$ cat src/rtl/bcd_updown_cnt_if.sv
// bcd_updown_cnt_if: control/data bundle for the multi-digit BCD up/down counter
//   master drives inc, dec, clr, load, load_val, sat; observes q, max, min, load_err
//   slave  (the counter) receives the requests and returns count and status
interface bcd_updown_cnt_if #(
   parameter int DIGITS = 3
);
   logic                  inc;
   logic                  dec;
   logic                  clr;
   logic                  load;
   logic                  sat;
   logic [4*DIGITS-1:0]   load_val;
   logic [4*DIGITS-1:0]   q;
   logic                  max;
   logic                  min;
   logic                  load_err;
   modport master (
      output inc, dec, clr, load, load_val, sat,
      input  q, max, min, load_err
   );
   modport slave (
      input  inc, dec, clr, load, load_val, sat,
      output q, max, min, load_err
   );
endinterface

$ cat src/rtl/bcd_updown_cnt.sv
// bcd_updown_cnt: DIGITS-digit BCD up/down counter over 0..LIMIT with load, clear, wrap/saturate
//   CLK, RSTN (async active-low) plain ports; bus (slave): inc/dec step, clr, load/load_val,
//   sat mode, registered q and load_err, combinational cascade outputs max/min
module bcd_updown_cnt #(
   parameter int DIGITS = 3,
   parameter int LIMIT  = 499
) (
   input logic               CLK,
   input logic               RSTN,
   bcd_updown_cnt_if.slave   bus
);
   localparam int W = 4 * DIGITS;
   function automatic logic [W-1:0] to_bcd(input int v);
      logic [W-1:0] r;
      int           t;
      r = '0;
      t = v;
      for (int k = 0; k < DIGITS; k++) begin
         r[4*k +: 4] = 4'(t % 10);
         t = t / 10;
      end
      return r;
   endfunction
   localparam logic [W-1:0] LIM = to_bcd(LIMIT);
   logic [W-1:0] q, q_inc, q_dec, q_nxt;
   logic         err, err_nxt;
   logic         up, down, at_lim, at_zero, dig_ok, ld_ok;
   logic         cy, bw;
   assign up      = bus.inc & ~bus.dec;
   assign down    = bus.dec & ~bus.inc;
   assign at_lim  = (q == LIM);
   assign at_zero = (q == '0);
   // Single-cycle ripple: a digit moves only while every lower digit is at its roll-over value
   always_comb begin
      cy    = 1'b1;
      bw    = 1'b1;
      q_inc = q;
      q_dec = q;
      for (int k = 0; k < DIGITS; k++) begin
         q_inc[4*k +: 4] = cy ? ((q[4*k +: 4] == 4'd9) ? 4'd0 : q[4*k +: 4] + 4'd1) : q[4*k +: 4];
         q_dec[4*k +: 4] = bw ? ((q[4*k +: 4] == 4'd0) ? 4'd9 : q[4*k +: 4] - 4'd1) : q[4*k +: 4];
         cy = cy & (q[4*k +: 4] == 4'd9);
         bw = bw & (q[4*k +: 4] == 4'd0);
      end
   end
   // With every digit legal, BCD compares the same as the decimal value, so a plain <= suffices
   always_comb begin
      dig_ok = 1'b1;
      for (int k = 0; k < DIGITS; k++)
         dig_ok = dig_ok & (bus.load_val[4*k +: 4] <= 4'd9);
   end
   assign ld_ok = dig_ok & (bus.load_val <= LIM);
   always_comb begin
      q_nxt   = bus.clr  ? '0 :
                bus.load ? (ld_ok ? bus.load_val : q) :
                up       ? (at_lim  ? (bus.sat ? q : '0)  : q_inc) :
                down     ? (at_zero ? (bus.sat ? q : LIM) : q_dec) : q;
      err_nxt = bus.clr ? 1'b0 : bus.load ? ~ld_ok : err;
   end
   always_ff @(posedge CLK or negedge RSTN)
      if (!RSTN) begin
         q   <= '0;
         err <= 1'b0;
      end else begin
         q   <= q_nxt;
         err <= err_nxt;
      end
   assign bus.q        = q;
   assign bus.load_err = err;
   assign bus.max      = up   & at_lim  & ~bus.clr & ~bus.load;
   assign bus.min      = down & at_zero & ~bus.clr & ~bus.load;
endmodule

$ cat src/flat_wrapper.sv
// flat-port wrapper written by rule: the top's interface ports become plain ports
module bcd_updown_cnt_flat 
#(
   parameter int DIGITS = 3,
   parameter int LIMIT  = 499
)
  (CLK, RSTN, bus_inc, bus_dec, bus_clr, bus_load, bus_load_val, bus_sat, bus_q, bus_max, bus_min, bus_load_err);
  bcd_updown_cnt_if #(.DIGITS(DIGITS)) bus_i ();
  input logic CLK;
  input logic RSTN;
  input wire logic [$bits(bus_i.inc)-1:0] bus_inc;
  input wire logic [$bits(bus_i.dec)-1:0] bus_dec;
  input wire logic [$bits(bus_i.clr)-1:0] bus_clr;
  input wire logic [$bits(bus_i.load)-1:0] bus_load;
  input wire logic [$bits(bus_i.load_val)-1:0] bus_load_val;
  input wire logic [$bits(bus_i.sat)-1:0] bus_sat;
  output wire logic [$bits(bus_i.q)-1:0] bus_q;
  output wire logic [$bits(bus_i.max)-1:0] bus_max;
  output wire logic [$bits(bus_i.min)-1:0] bus_min;
  output wire logic [$bits(bus_i.load_err)-1:0] bus_load_err;
  assign bus_i.inc = bus_inc;
  assign bus_i.dec = bus_dec;
  assign bus_i.clr = bus_clr;
  assign bus_i.load = bus_load;
  assign bus_i.load_val = bus_load_val;
  assign bus_i.sat = bus_sat;
  assign bus_q = bus_i.q;
  assign bus_max = bus_i.max;
  assign bus_min = bus_i.min;
  assign bus_load_err = bus_i.load_err;
  bcd_updown_cnt #(.DIGITS(DIGITS), .LIMIT(LIMIT)) u_core (.CLK(CLK), .RSTN(RSTN), .bus(bus_i));
endmodule
$ cat config.mk
export PLATFORM = sky130hd
export DESIGN_NAME = bcd_updown_cnt_flat
export DESIGN_NICKNAME = d
export VERILOG_FILES = /design/src/rtl/bcd_updown_cnt_if.sv /design/src/rtl/bcd_updown_cnt.sv /design/src/flat_wrapper.sv
export SDC_FILE = /design/constraint.sdc
export NUM_CORES = 1
export LEC_CHECK = 0
export CORE_MARGIN = 2
export CORE_UTILIZATION = 46
export DETAILED_ROUTE_END_ITERATION = 8
export GPL_TIMING_DRIVEN = 0
export HOLD_SLACK_MARGIN = 0.05
export PLACE_DENSITY = 0.74
export SLEW_MARGIN = 40
export SYNTH_ARGS = -nofsm -noshare
export SYNTH_HDL_FRONTEND = slang
export SYNTH_SLANG_ARGS = --single-unit
$ cat constraint.sdc
create_clock -name CLK -period 1.9 [get_ports CLK]
set_input_delay 0.38 -clock CLK [delete_from_list [all_inputs] [get_ports CLK]]
set_output_delay 0.38 -clock CLK [all_outputs]
set_load 0.05 [all_outputs]
==> flow_summary.yaml, run 1 <==
synthesis:
  syn_area_um2: 1520
  async_flop_share: 1.00
  ys_seq_elements: 13
  yosysSeqAreaShare: 0.214
  synth-edff-count: 0
  yosysWarnings: 0
  synth_area_leaders: "dfrtp_1, ha_1, nor3b_4, nor2_1, o21ai_0"
  ys_types: 61
  synth_top_area_frac: 0.214
  netlist_instances: 174
  synthTopCellsByCount: "dfrtp_1, nor2_1, ha_1, inv_1, nand2_1"
  synthFlopType: "dfrtp_1"
  syn_nets: 204
  syn_avg_cell_area_um2: 8.72
  synth_top_cell_by_area: "dfrtp_1"
worst_setup_path:
  critPathLaunch: "u_core.bus.q[5]$_DFFE_PN0P_"
  cp_cell_sequence: "inv_4 > ha_4 > and3b_2 > nor3b_4 > and3_4 > buf_8"
  cpMaxStageDelayCell: "dfrtp_2"
  startpoint_type: "register"
  critical_path.max_fanout: 3
  worstSetupPathType: "reg -> out"
  arrival_ns: 1.70
  cp-end-kind: "primary output"
  worstPathRequired_ns: 1.52
  rrSetupSlack_ns: -0.16
  cp_slowest_stage_delay_ns: 0.44
  crit-reg2reg-launch: "u_core.bus.q[5]$_DFFE_PN0P_"
final_layout:
  area_growth_pct: 57.1
  diodes: 0
  fillers: 237
  final_layout_size_suffix_gt1_frac: 0.450
  fin_nets: 271
  final_util: 0.769
  layout.cells.non_filler: 284
power_and_ir_drop:
  combinationalPowerShare: 0.707
  p_leak_nw: 1.05
  powerDensity_nw_per_um2: 818
  pwr-share-seq: 0.204
  clkPwrFrac: 0.089
  internal-power_mw: 1.06
  vdd_drop_max_v: 0.000674
  total_power_mw: 1.95
  swShare: 0.458
  p_sw_mw: 0.893
timing:
  clock.fmax_mhz: 481
  min_period_over_period: 1.10
  skew_ns: 0.00370
  hold_viol: 0
  finalSetupViolCount: 11
  whs_ns: 0.476
  tightest_slew_ns: 0.598
  slew_headroom: 0.600
  period_minus_slack_ns: 2.08
  slew_violations: 0
  rsz0062_at_grt: "yes"
  worst_slack_ns: -0.181
floorplan:
  initial_core_util: 0.489
  fp.dieW_um: 61.4
  die_area_um2: 3770
  core_area_um2: 3100
  rows: 20
  ios: 34
  die_h_um: 61.4
hold_path:
  hp-class: "in -> async"
drt:
  avgRoutedWirePerCell_um: 18.2
  drc: 0
  drt-initial-drc-count: 229
  num_vias: 1669
  wirelength_um: 5170
  dr.pass1.iters: 4
  postRouteAntennaNets: 0
  routed_via_density: 5.88
place:
  placedCellCount: 249
  place_congestion: 0.885
  portBuffers: 31
  place_ws_ns: -1.05
  dp.final_hpwl_um: 3200
clock_tree:
  root_buffer: "clkbuf_4"
  cts_tree: "built"
  hold_buffers: 0
  path_clk_slew_ns: 0.08
  clkLatencyLatePin_ns: 0.28
  cts-htree-levels: 1
  clock_sinks: 13
  clock_path_buffers: 2
  cts_buffers: 3
global_route:
  grt_usage: 0.278
  grt_overflow: 0
  grt_pass1_vias: 1636
  grt_max_degree: 14
  antenna_found_initial: 0
  grt_pass1_wl_um: 7730
outcome:
  status: "complete, but fails checks"
  violations: "setup timing"
run:
  drv_cap: 0
flip-flops by register name, indices dropped and copies added (netlist names):
register / flops
u_core.bus.q: 12
u_core.bus.load_err: 1
worst paths after layout:
path / endpoint / depth (start not counted)
max in group asynchronous: u_core.bus.q[8]$_DFFE_PN0P_ / 1
max reg2reg: u_core.bus.q[8]$_DFFE_PN0P_ / 9
min reg2reg: u_core.bus.load_err$_DFFE_PN0N_ / 1
min in group CLK: u_core.bus.load_err$_DFFE_PN0N_ / 1
max: bus_max / 6
min: u_core.bus.q[7]$_DFFE_PN0P_ / 1
power groups by stage:
stage | Combinational [mW] | Sequential (mW) | Clock, mW
2_1_floorplan | 0.567 | 0.595 | 0
3_3_place_gp | 0.996 | 0.427 | 0
3_5_place_dp | 1.03 | 0.432 | 0
4_1_cts | 1.26 | 0.397 | 0.179
5_1_grt | 1.46 | 0.404 | 0.188
6_report | 1.38 | 0.399 | 0.174
placed cells by master, fill, tap and decap left out, types with 5 or more instances in the layout:
cell type	instances
a21oi_1	7
o21ai_0	7
dlygate4sd2_1	10
dfrtp_2	12
ha_1	5
buf_4	32
nor2_1	12
nand2_1	11
clkdlybuf4s50_1	19
inv_2	5
ha_4	6
repair_timing:
action / 4_1_cts / 5_1_grt
pin swaps: 10 / 11
setup buffers: 24 / 7
endpoints found under the setup margin: 22 / 14
cloned: 1 / 0
gates resized for setup: 46 / 17
worst max-delay path: cells and delay by family, from the launching register on:
family | cells | cell delay [ns]
flops | 1 | 0.44
buf+inv | 2 | 0.22
fa+ha+maj | 1 | 0.13
simple gates | 3 | 0.63
cell type report:
class	instances	area, µm²	area share
plain buffers	10	75.1	0.0315
clock buffers	4	26.3	0.0110
inverters	11	46.3	0.0194
multi-input cells	140	1300	0.545
flip-flops and latches	13	340	0.143
well taps	44	55.1	0.0231
repair buffers	62	542	0.227
cells by family (layout without fill, tap and decap cells):
kind of cell | after synthesis | in the layout | synth area share
AND/OR/NAND/NOR | 69 | 69 | 0.303
AO/OA/AOI/OAI | 50 | 50 | 0.239
buffers and inverters | 21 | 87 | 0.0684
flip-flops | 13 | 13 | 0.214
adder cells (fa/ha/maj) | 11 | 11 | 0.0907
multiplexers | 9 | 9 | 0.0783
XOR/XNOR | 1 | 1 | 0.00577
per-layer routing:
metal,vias to the layer above,share of wire,GRT usage
met5,-,0,0
met4,0,0.016,0.0851
met3,10,0.068,0.0441
met2,86,0.51,0.491
met1,790,0.41,0.348
li1,783,-,-
through the flow:
| step | TNS [ns] | cell area (µm²) |
|---|---|---|
| final | -1.14 | 2380 |
| after detailed placement | -7.78 | 1950 |
| after global placement | -7.47 | 1950 |
| after floorplan | -0.203 | 1590 |
| after CTS | -0.693 | 2250 |
| after global routing | -2.13 | 2380 |
Power figures use the tool's default switching activity.
==> run 2: changes to the inputs <==
- CTS_CLUSTER_SIZE: default -> 24
==> results of run 2 <==
The final DEF is identical to that of run 1; final timing and power are the same.
